[src/rtl/regfile_fifo_ctrl_if.sv]
// Handshake and register-file control bundle between a FIFO user and the
// pointer controller of a 32x4 register-file FIFO.
interface regfile_fifo_ctrl_if;
    logic       push;
    logic       pop;
    logic [4:0] W_ADR;
    logic       W_en;
    logic [4:0] A_ADR;
    logic       out_valid;
    logic       full;
    logic       empty;
    logic [5:0] count;
    logic       ovf;
    logic       udf;

    modport master (
        output push, pop,
        input  W_ADR, W_en, A_ADR, out_valid, full, empty, count, ovf, udf
    );

    modport slave (
        input  push, pop,
        output W_ADR, W_en, A_ADR, out_valid, full, empty, count, ovf, udf
    );
endinterface

[src/rtl/regfile_fifo_ctrl.sv]
// Pointer/occupancy controller for a 32-entry FIFO whose data lives in an
// external 32x4 register file; this block holds no data itself.
module regfile_fifo_ctrl #(
    parameter int NoConfigBits = 1
) (
    input  logic                    UserCLK,
    input  logic                    RESETn,
    input  logic [NoConfigBits-1:0] ConfigBits,
    regfile_fifo_ctrl_if.slave      bus
);

    logic [4:0] wr_ptr_reg;
    logic [4:0] rd_ptr_reg;
    logic [5:0] count_reg;
    logic       out_valid_reg;
    logic       ovf_reg;
    logic       udf_reg;

    logic       reg_mode;
    logic       full;
    logic       empty;
    logic       out_valid;
    logic       push_acc;
    logic       pop_acc;

    assign reg_mode  = ConfigBits[0];
    assign full      = (count_reg == 6'd32);
    assign empty     = (count_reg == 6'd0);
    // Registered port A needs a bubble after each pop for the new head to settle.
    assign out_valid = reg_mode ? out_valid_reg : ~empty;

    // RESETn gating keeps W_en quiet while reset is held, even with push high.
    assign push_acc = bus.push & ~full & RESETn;
    assign pop_acc  = bus.pop & out_valid;

    assign bus.W_ADR     = wr_ptr_reg;
    assign bus.A_ADR     = rd_ptr_reg;
    assign bus.W_en      = push_acc;
    assign bus.out_valid = out_valid;
    assign bus.full      = full;
    assign bus.empty     = empty;
    assign bus.count     = count_reg;
    assign bus.ovf       = ovf_reg;
    assign bus.udf       = udf_reg;

    always_ff @(posedge UserCLK or negedge RESETn) begin
        if (!RESETn) begin
            wr_ptr_reg    <= 5'd0;
            rd_ptr_reg    <= 5'd0;
            count_reg     <= 6'd0;
            out_valid_reg <= 1'b0;
            ovf_reg       <= 1'b0;
            udf_reg       <= 1'b0;
        end else begin
            if (push_acc) begin
                wr_ptr_reg <= wr_ptr_reg + 5'd1;
            end
            if (pop_acc) begin
                rd_ptr_reg <= rd_ptr_reg + 5'd1;
            end
            count_reg     <= count_reg + {5'd0, push_acc} - {5'd0, pop_acc};
            out_valid_reg <= ~empty & ~pop_acc;
            if (bus.push && full) begin
                ovf_reg <= 1'b1;
            end
            if (bus.pop && !out_valid) begin
                udf_reg <= 1'b1;
            end
        end
    end

endmodule
[src/flat_wrapper.sv]
// flat-port wrapper written by rule: the top's interface ports become plain ports
module regfile_fifo_ctrl_flat 
#(
    parameter int NoConfigBits = 1
)
  (UserCLK, RESETn, ConfigBits, bus_push, bus_pop, bus_W_ADR, bus_W_en, bus_A_ADR, bus_out_valid, bus_full, bus_empty, bus_count, bus_ovf, bus_udf);
  regfile_fifo_ctrl_if bus_i ();
  input  logic UserCLK;
  input  logic RESETn;
  input  logic [NoConfigBits-1:0] ConfigBits;
  input wire logic [$bits(bus_i.push)-1:0] bus_push;
  input wire logic [$bits(bus_i.pop)-1:0] bus_pop;
  output wire logic [$bits(bus_i.W_ADR)-1:0] bus_W_ADR;
  output wire logic [$bits(bus_i.W_en)-1:0] bus_W_en;
  output wire logic [$bits(bus_i.A_ADR)-1:0] bus_A_ADR;
  output wire logic [$bits(bus_i.out_valid)-1:0] bus_out_valid;
  output wire logic [$bits(bus_i.full)-1:0] bus_full;
  output wire logic [$bits(bus_i.empty)-1:0] bus_empty;
  output wire logic [$bits(bus_i.count)-1:0] bus_count;
  output wire logic [$bits(bus_i.ovf)-1:0] bus_ovf;
  output wire logic [$bits(bus_i.udf)-1:0] bus_udf;
  assign bus_i.push = bus_push;
  assign bus_i.pop = bus_pop;
  assign bus_W_ADR = bus_i.W_ADR;
  assign bus_W_en = bus_i.W_en;
  assign bus_A_ADR = bus_i.A_ADR;
  assign bus_out_valid = bus_i.out_valid;
  assign bus_full = bus_i.full;
  assign bus_empty = bus_i.empty;
  assign bus_count = bus_i.count;
  assign bus_ovf = bus_i.ovf;
  assign bus_udf = bus_i.udf;
  regfile_fifo_ctrl #(.NoConfigBits(NoConfigBits)) u_core (.UserCLK(UserCLK), .RESETn(RESETn), .ConfigBits(ConfigBits), .bus(bus_i));
endmodule
[config.mk]
export PLATFORM = sky130hd
export DESIGN_NAME = regfile_fifo_ctrl_flat
export DESIGN_NICKNAME = d
export VERILOG_FILES = /design/src/rtl/regfile_fifo_ctrl_if.sv /design/src/rtl/regfile_fifo_ctrl.sv /design/src/flat_wrapper.sv
export SDC_FILE = /design/constraint.sdc
export NUM_CORES = 1
export LEC_CHECK = 0
export BUFFER_PORTS_ARGS = -buffer_cell sky130_fd_sc_hd__buf_2
export CORE_MARGIN = 2
export CORE_UTILIZATION = 32
export CTS_BUF_LIST = sky130_fd_sc_hd__clkbuf_8 sky130_fd_sc_hd__clkbuf_16
export DETAILED_ROUTE_END_ITERATION = 16
export HOLD_SLACK_MARGIN = 0.1
export PLACE_DENSITY = 0.51
export SYNTH_ARGS = -nofsm -noshare
export SYNTH_HDL_FRONTEND = slang
export SYNTH_SLANG_ARGS = --single-unit
[constraint.sdc]
create_clock -name UserCLK -period 2.4 [get_ports UserCLK]
set_clock_uncertainty 0.1 [all_clocks]
set_input_delay 0.72 -clock UserCLK [delete_from_list [all_inputs] [get_ports UserCLK]]
set_output_delay 0.72 -clock UserCLK [all_outputs]
set_load 0.01 [all_outputs]
== Word level (Yosys, flattened, before mapping) ==
Index checks and enable logic that the tools add are counted.
Word-level totals
  bits in registers: 19
  output and inout bits: 22
  word-level logic and storage cells: 23
Operators by class
  $add $sub $neg: 4
  equality and inequality tests: 1
  multiplexer cells: 1
  bitwise operators: 7
  reductions and logical operators: 4
Operator list (count)
  $add 5x1->5 const B: 2
  $add 6x1->6: 1
  $eq 6x6->1 const B: 1
  $logic_not 6->1: 1
  $sub 6x1->6: 1
  $and 1x1->1: 4
  $not 1->1: 3
  $logic_and 1x1->1: 2
  $logic_not 1->1: 1
  $mux 1: 1

== Depth between registers and ports, before layout ==
Gate-level depths: netlist (run 1).
  word-level depth: 6
  mapped depth: 13
  depth with buffers taken out: 12

== Least setup slack after synthesis (run 1) ==
No wires, ideal clock.
  path kind: register to register
  from: reg u_core.count_reg[2], in the netlist u_core.bus.count[2]
  to: reg u_core.count_reg[4], in the netlist u_core.bus.count[4]
  setup time: 0.128 ns
  arrival time: 2.510 ns
  required time: 2.172 ns
  path slack: -0.337 ns
  stages on the path, launching flop included: 14
  period minus slack after synthesis: 2.737 ns
  path through: dfrtp_1 -> inv_1 -> ha_1 -> and4bb_1 -> buf_6 -> nor2_4 -> inv_1 -> ha_1 -> inv_1 -> ha_1 -> fa_1 -> a21oi_1 -> o21bai_1 -> xor2_1
On the way
  longest elaborated chain between the ends: 6
Ends and longest elaborated chain
  from (decl): RTL line regfile_fifo_ctrl.sv:14  | logic [5:0] count_reg;
  from (signal assigned): RTL line regfile_fifo_ctrl.sv:61  | count_reg <= count_reg + {5'd0, push_acc} - {5'd0, pop_acc};
  $eq 6x6->1: RTL line regfile_fifo_ctrl.sv:27  | assign full = (count_reg == 6'd32);
  via bus_full: RTL line flat_wrapper.sv:17  | output wire logic [$bits(bus_i.full)-1:0] bus_full;
  $not 1->1: RTL line regfile_fifo_ctrl.sv:33  | assign push_acc = bus.push & ~full & RESETn;
  $and 1x1->1 (2 in series): RTL line regfile_fifo_ctrl.sv:33
  via bus_W_en: RTL line flat_wrapper.sv:14  | output wire logic [$bits(bus_i.W_en)-1:0] bus_W_en;
  $add 6x1->6: RTL line regfile_fifo_ctrl.sv:61
  $sub 6x1->6: RTL line regfile_fifo_ctrl.sv:61
The timed path passes the listed nets, and every way through them passes these cells.
A chain may end at the register's enable or synchronous reset.

== Worst setup path after layout (run 1) ==
  from: reg u_core.count_reg[3], in the netlist u_core.bus.count[3]
  to: reg u_core.count_reg[4], in the netlist u_core.bus.count[4]
RTL lines
  $logic_not 6->1: RTL line regfile_fifo_ctrl.sv:28  | assign empty = (count_reg == 6'd0);
  $not 1->1: RTL line regfile_fifo_ctrl.sv:30  | assign out_valid = reg_mode ? out_valid_reg : ~empty;
  $mux 1: RTL line regfile_fifo_ctrl.sv:30
  $and 1x1->1: RTL line regfile_fifo_ctrl.sv:34  | assign pop_acc = bus.pop & out_valid;
  via u_core.pop_acc: RTL line regfile_fifo_ctrl.sv:24  | logic pop_acc;
  $sub 6x1->6: RTL line regfile_fifo_ctrl.sv:61
The timed path passes the listed nets, and every way through them passes these cells.

==> results of run 1 <==
==> area by class of cell <==
class	instances	share of cell area (%)
tap	46	3.73
sequential	19	30.8
clock inverter	1	0.325
multi-input combinational	60	40.1
clock buffer	3	2.68
inverter	11	2.68
timing repair buffer	49	19.6
==> cells in the mapped netlist, types with 2 or more instances <==
cell      count  share of area [%]
nor4b_1       2                1.6
inv_1        11                3.8
o21bai_1      3                2.1
dfrtp_1      19                 44
ha_1         11                 13
nand3_1       2               0.92
nor3_2        2                1.8
o211ai_1      3                2.1
xor2_1        7                5.6
a21oi_1       3                1.4
nand2_1       3                1.0
nor2_1        2               0.69
and4_1        2                1.6
xnor2_1       4                3.2
==> through the flow <==
| step | hold slack (ps) | instances | util, % | setup TNS (ps) | power [mW] |
|---|---|---|---|---|---|
| after CTS | 359 | 186 | 45.5 | 0 | 2.03 |
| after floorplan | 324 | 91 | - | -245 | 1.31 |
| after global placement | 335 | 182 | 43.4 | -148 | 1.71 |
| after global routing | 375 | 189 | 46.6 | -184 | 2.23 |
| after detailed placement | 344 | 182 | 43.4 | -153 | 1.73 |
| final | 355 | 189 | 46.6 | 0 | 2.04 |
==> cells by family (layout without fill, tap and decap cells) <==
family | count (synthesis) | count (layout)
AND/OR/NAND/NOR | 19 | 19
AO/OA/AOI/OAI | 16 | 16
flip-flops | 19 | 19
XOR/XNOR | 11 | 11
buffers and inverters | 12 | 64
multiplexers | 2 | 2
adder cells (fa/ha/maj) | 12 | 12
==> per-layer routing <==
metal / part of all wire (%) / up-vias / track usage, %
met5: 0 / - / 0
met4: 0.98 / 0 / 4.17
met3: 4.9 / 2 / 3.80
met2: 50 / 17 / 22.4
met1: 44 / 408 / 14.0
li1: - / 417 / -
==> where the power goes <==
group / total (mW) / switching [mW] / internal (mW) / leakage (nW)
logic: 1.20 / 0.551 / 0.651 / 0.505
registers: 0.614 / 0.132 / 0.482 / 0.222
clock network: 0.220 / 0.105 / 0.115 / 0.0255
==> placed cells by master (no fill, tap or decap) <==
master / n
o21bai_1: 3
clkinv_2: 1
mux2_4: 1
nor2b_1: 1
and4_1: 2
ha_1: 7
nor3_2: 2
o21a_1: 1
ha_4: 4
o21ai_0: 1
a21o_2: 1
inv_2: 6
and4bb_2: 1
dfrtp_1: 19
nand3_1: 2
inv_1: 5
nor2_4: 1
a21o_1: 1
a211oi_2: 1
xnor2_1: 4
buf_2: 26
a21oi_1: 2
clkbuf_8: 3
buf_4: 23
nand2b_2: 1
or3b_2: 1
o211ai_2: 1
mux2_1: 1
xor2_1: 7
nand2_1: 3
nor4b_1: 2
nand4bb_4: 1
fa_2: 1
o211ai_1: 3
o2111ai_1: 1
a21oi_2: 1
nor2_1: 2
==> what timing repair did <==
action,4_1_cts,5_1_grt
buffers inserted,0,3
gates resized for setup,5,5
gates cloned,0,0
endpoints found under the hold margin,0,0
setup endpoints to repair,1,4
pin swaps,2,1
==> worst min path at each step <==
stage | from | cells past startpoint | end | slack [ps]
global placement | u_core.bus.ovf | 1 | u_core.bus.ovf | 340
floorplan | RESETn | 0 | u_core.bus.A_ADR[0] | 320
global route | RESETn | 2 | u_core.bus.A_ADR[2] | 370
CTS | RESETn | 2 | u_core.bus.A_ADR[2] | 360
finish | RESETn | 2 | u_core.bus.A_ADR[2] | 350
detailed placement | u_core.bus.ovf | 1 | u_core.bus.ovf | 340
==> flow_metrics.py, run 1 <==
metrics = {
    "outcome": {
        "status": "complete, no violations",
    },
    "critical_path": {
        "r2r-end": "u_core.bus.count[4]",
        "cp.required_ps": 2440,
        "crit_type": "reg -> reg",
        "cp_max_fo": 3,
        "critPathCapture": "u_core.bus.count[4]",
        "slowest_delay_ps": 390,
        "worstRegToRegCells": 12,
        "r2r_start": "u_core.bus.count[3]",
        "crit_cells": 12,
        "cp_slowest_cell": "dfrtp_1",
        "worst_setup_path_start_kind": "flip-flop",
        "rrSetupSlack_ps": 50,
        "crit_start": "u_core.bus.count[3]",
        "cp_cell_sequence": "inv_2 -> ha_4 -> nand4bb_4 -> o211ai_2 -> inv_2 -> ha_4 -> inv_2 -> ha_4 -> fa_2 -> a21oi_2 -> o21bai_1 -> xor2_1",
        "critical_path_arrival_ps": 2390,
        "path_buf_inv": 3,
        "crit_family": "adder cells",
        "endpoint_kind": "flip-flop",
    },
    "floorplanning": {
        "core-area_sq_um": 3310,
        "io_pins": 27,
        "rows": 21,
        "dieWidth_um": 62.4,
        "die_y_um": 62.4,
        "initial_core_util_pct": 32.9,
        "die_area_sq_um": 3890,
    },
    "synthesis": {
        "synth_xor_area_share_pct": 8.84,
        "avgSynthCellArea_sq_um": 12.0,
        "synth_compound_area_share_pct": 11.3,
        "synth_edf_count": 0,
        "synth_area_sq_um": 1090,
        "synthCells": 91,
        "yosysWarnings": 0,
        "synth_nets": 108,
        "synth_mux_area_share_pct": 2.41,
        "ys_seq_elements": 19,
        "yosysUniqueCellTypes": 31,
        "synthSimpleGateAreaFrac_pct": 14.6,
        "synthFlopType": "dfrtp_1",
        "synth_top_family_by_area": "simple AND/OR/NAND/NOR gates",
        "yosys.area_share.adder_pct": 14.5,
        "seq_area_frac_synth_pct": 43.6,
        "async_flop_share_pct": 100,
    },
    "drt": {
        "drc": 0,
        "via_per_inst": 4.47,
        "dr.pass1.iters": 3,
        "totalWireLength_um": 2140,
        "vias": 844,
        "routedWlPerCell_um": 11.3,
        "ant_nets": 0,
        "drt-initial-drc-count": 14,
    },
    "timing": {
        "worst_pin_slew_ps": 286,
        "hold_viol": 0,
        "max_freq_mhz": 425,
        "rsz0062_at_grt": "true",
        "slew_headroom_pct": 80.6,
        "fin_ws_ps": 45.1,
        "fin_crit_sh_pct": 98.1,
        "finalSetupViolCount": 0,
        "slew_violations": 0,
        "fin_crit_ps": 2350,
    },
    "clock_network": {
        "clk_pin_slew_worst_paths_ps": 70,
        "hold_buffers": 0,
        "htreeDepth": 1,
        "cts_tree": "built",
        "clockBufferDepth": 2,
        "clock_latency_ps": 250,
        "clock_sinks": 19,
        "cts_made_buffers": 3,
        "cts_root_buf": "clkbuf_8",
    },
    "place": {
        "dp_hpwl_um": 1700,
        "place_ws_ps": -92.7,
        "dpl_cell_area_sq_um": 1440,
        "gp_congestion": 0.763,
        "port_buffers": 26,
    },
    "global_routing": {
        "grt_overflow": 0,
        "grt_max_degree": 21,
        "grt_pass1_wl_um": 3880,
        "grt_pass1_vias": 904,
        "grt_usage_pct": 12.5,
        "antenna_found_initial": 0,
    },
    "pwr": {
        "power_density_nw_per_um2": 1320,
        "p_leak_nw": 0.752,
        "irDropWorstVdd_mv": 0.817,
    },
    "final_layout": {
        "fin_nets": 161,
        "largest_reg_flops": 6,
        "drive_above_1_share_pct": 53.1,
        "stdcell_area_sq_um": 1540,
        "n_antenna_cell": 0,
        "multi_input_area_sq_um": 618,
        "seqCellArea_sq_um": 475,
        "synthToLayoutAreaGrowth_pct": 41.4,
        "nFillCells": 328,
    },
    "hold_path": {
        "worstHoldPathType": "in -> async",
    },
    "flow_run": {
        "drv_cap": 0,
    },
}
(Power assumes the default switching activity.)
==> run 2, diff against run 1 <==
--- a/config.mk
+++ b/config.mk
@@ -11,6 +11,7 @@
 export CTS_BUF_LIST = sky130_fd_sc_hd__clkbuf_8 sky130_fd_sc_hd__clkbuf_16
 export DETAILED_ROUTE_END_ITERATION = 16
 export HOLD_SLACK_MARGIN = 0.1
+export MAX_ROUTING_LAYER = met4
 export PLACE_DENSITY = 0.51
 export SYNTH_ARGS = -nofsm -noshare
 export SYNTH_HDL_FRONTEND = slang
==> flow_metrics.py, run 2 (synthesis results as in run 1) <==
metrics = {
    "timing": {
        "fin_ws_ps": 45.2,
        "slew_headroom_pct": 80.6,
        "fin_crit_ps": 2350,
        "worst_pin_slew_ps": 286,
        "fin_crit_sh_pct": 98.1,
        "hold_viol": 0,
        "worst_hold_slack_ps": 353,
        "finalSetupViolCount": 0,
        "max_freq_mhz": 425,
        "fin_tns_setup_ps": 0,
        "slew_violations": 0,
        "rsz0062_at_grt": "true",
    },
    "place": {
        "dpl_cell_area_sq_um": 1440,
        "dp_cells": 182,
        "place_ws_ps": -92.7,
        "port_buffers": 26,
        "dp_hpwl_um": 1700,
        "gp_congestion": 0.773,
    },
    "drt": {
        "routedWlPerCell_um": 11.3,
        "ant_nets": 0,
        "totalWireLength_um": 2140,
        "m1WireLength_um": 949,
        "vias": 844,
        "drt-initial-drc-count": 11,
        "wl_met3_um": 106,
        "top_layer": "met4",
        "drc": 0,
        "via_per_inst": 4.47,
        "dr.pass1.iters": 3,
        "met2WireLength_um": 1060,
    },
    "critical_path": {
        "crit_type": "reg -> reg",
        "cp.required_ps": 2440,
        "worst_setup_path_start_kind": "flip-flop",
        "rrSetupSlack_ps": 50,
        "r2r_start": "u_core.bus.count[3]",
        "cp_max_fo": 3,
        "r2r-end": "u_core.bus.count[4]",
        "endpoint_kind": "flip-flop",
        "critical_path_arrival_ps": 2390,
        "worstRegToRegCells": 12,
        "crit_start": "u_core.bus.count[3]",
    },
    "final_layout": {
        "multi_input_area_sq_um": 618,
        "seqCellArea_sq_um": 475,
        "nFillCells": 328,
        "fin_nets": 161,
        "final_common_cell": "buf_2",
        "fin_cells": 189,
        "largest_reg_flops": 6,
        "final_cell_mix": "buf_2, buf_4, dfrtp_1",
        "n_antenna_cell": 0,
        "drive_above_1_share_pct": 53.1,
        "stdcell_area_sq_um": 1540,
        "synthToLayoutAreaGrowth_pct": 41.4,
    },
    "pwr": {
        "p_int_mw": 1.25,
        "power_density_nw_per_um2": 1320,
        "pwr-share-seq_pct": 30.2,
        "switching_share_pct": 38.7,
        "p_clk_share_pct": 10.8,
        "combPwrFrac_pct": 59.0,
        "irDropWorstVdd_mv": 0.817,
        "p_leak_nw": 0.752,
        "power_switching_uw": 788,
    },
    "clock_network": {
        "hold_buffers": 0,
        "clockBufferDepth": 2,
        "clock_sinks": 19,
        "cts_root_buf": "clkbuf_8",
        "cts_tree": "built",
        "clock_latency_ps": 250,
        "clk_pin_slew_worst_paths_ps": 70,
        "htreeDepth": 1,
        "cts_made_buffers": 3,
    },
    "global_routing": {
        "grt_overflow": 0,
        "grt_usage_pct": 12.8,
        "grt_pass1_vias": 909,
        "grt_max_degree": 21,
        "antenna_found_initial": 0,
        "grt_pass1_wl_um": 3860,
    },
    "floorplanning": {
        "io_pins": 27,
        "rows": 21,
        "die_area_sq_um": 3890,
        "die_y_um": 62.4,
        "dieWidth_um": 62.4,
        "initial_core_util_pct": 32.9,
        "core-area_sq_um": 3310,
    },
    "flow_run": {
        "drv_cap": 0,
    },
    "outcome": {
        "status": "complete, no violations",
    },
    "hold_path": {
        "worstHoldPathType": "in -> async",
    },
}
==> run 2: cell counts in the layout (fill, tap and decap cells not counted) <==
No cell type changed its count.
==> run 2: power groups by stage <==
stage	registers, mW	logic [mW]	clock network, mW
2_1_floorplan	0.680	0.632	0
3_3_place_gp	0.610	1.10	0
3_5_place_dp	0.615	1.12	0
4_1_cts	0.614	1.18	0.234
5_1_grt	0.636	1.35	0.246
6_report	0.614	1.20	0.220
==> run 2: worst max-delay path by stage <==
stage | end | slack [ps] | cells after the start
final | u_core.bus.count[4] | 50 | 12
after global routing | u_core.bus.count[4] | -110 | 12
after CTS | u_core.bus.count[4] | 9 | 12
after detailed placement | u_core.bus.count[4] | -90 | 11
after global placement | u_core.bus.count[4] | -80 | 11
after floorplan | u_core.bus.count[4] | -180 | 13
==> run 2: layout make-up <==
| cell class | instances | share of cell area, % |
|---|---|---|
| clock buffers | 3 | 2.68 |
| inverters | 11 | 2.68 |
| flip-flops and latches | 19 | 30.8 |
| clock inverters | 1 | 0.325 |
| repair buffers | 49 | 19.6 |
| multi-input cells | 60 | 40.1 |
| well taps | 46 | 3.73 |
==> run 2: routing by layer <==
metal  up-vias  global-route usage (%)
met5         -                       -
met4         0                    4.17
met3         2                    3.80
met2        17                    22.4
met1       408                    13.9
li1        417                       -
==> run 2: critical path, stage by stage (launching register included) <==
cell and delay [ps]:
dfrtp_1 390, inv_2 80, ha_4 150, nand4bb_4 120
o211ai_2 210, inv_2 60, ha_4 260, inv_2 30
ha_4 160, fa_2 340, a21oi_2 120, o21bai_1 80
xor2_1 140
==> run 2: per-stage QoR <==
stage / util (%) / power (mW)
global route: 46.6 / 2.23
CTS: 45.5 / 2.03
global placement: 43.4 / 1.71
detailed placement: 43.4 / 1.73
finish: 46.6 / 2.04
floorplan: - / 1.31
==> run 2: repair_timing <==
action                                  in CTS  in global routing
cloned                                       0                  0
gates resized for setup                      5                  5
endpoints found under the setup margin       1                  4
pin swaps                                    2                  1
setup buffers                                0                  3
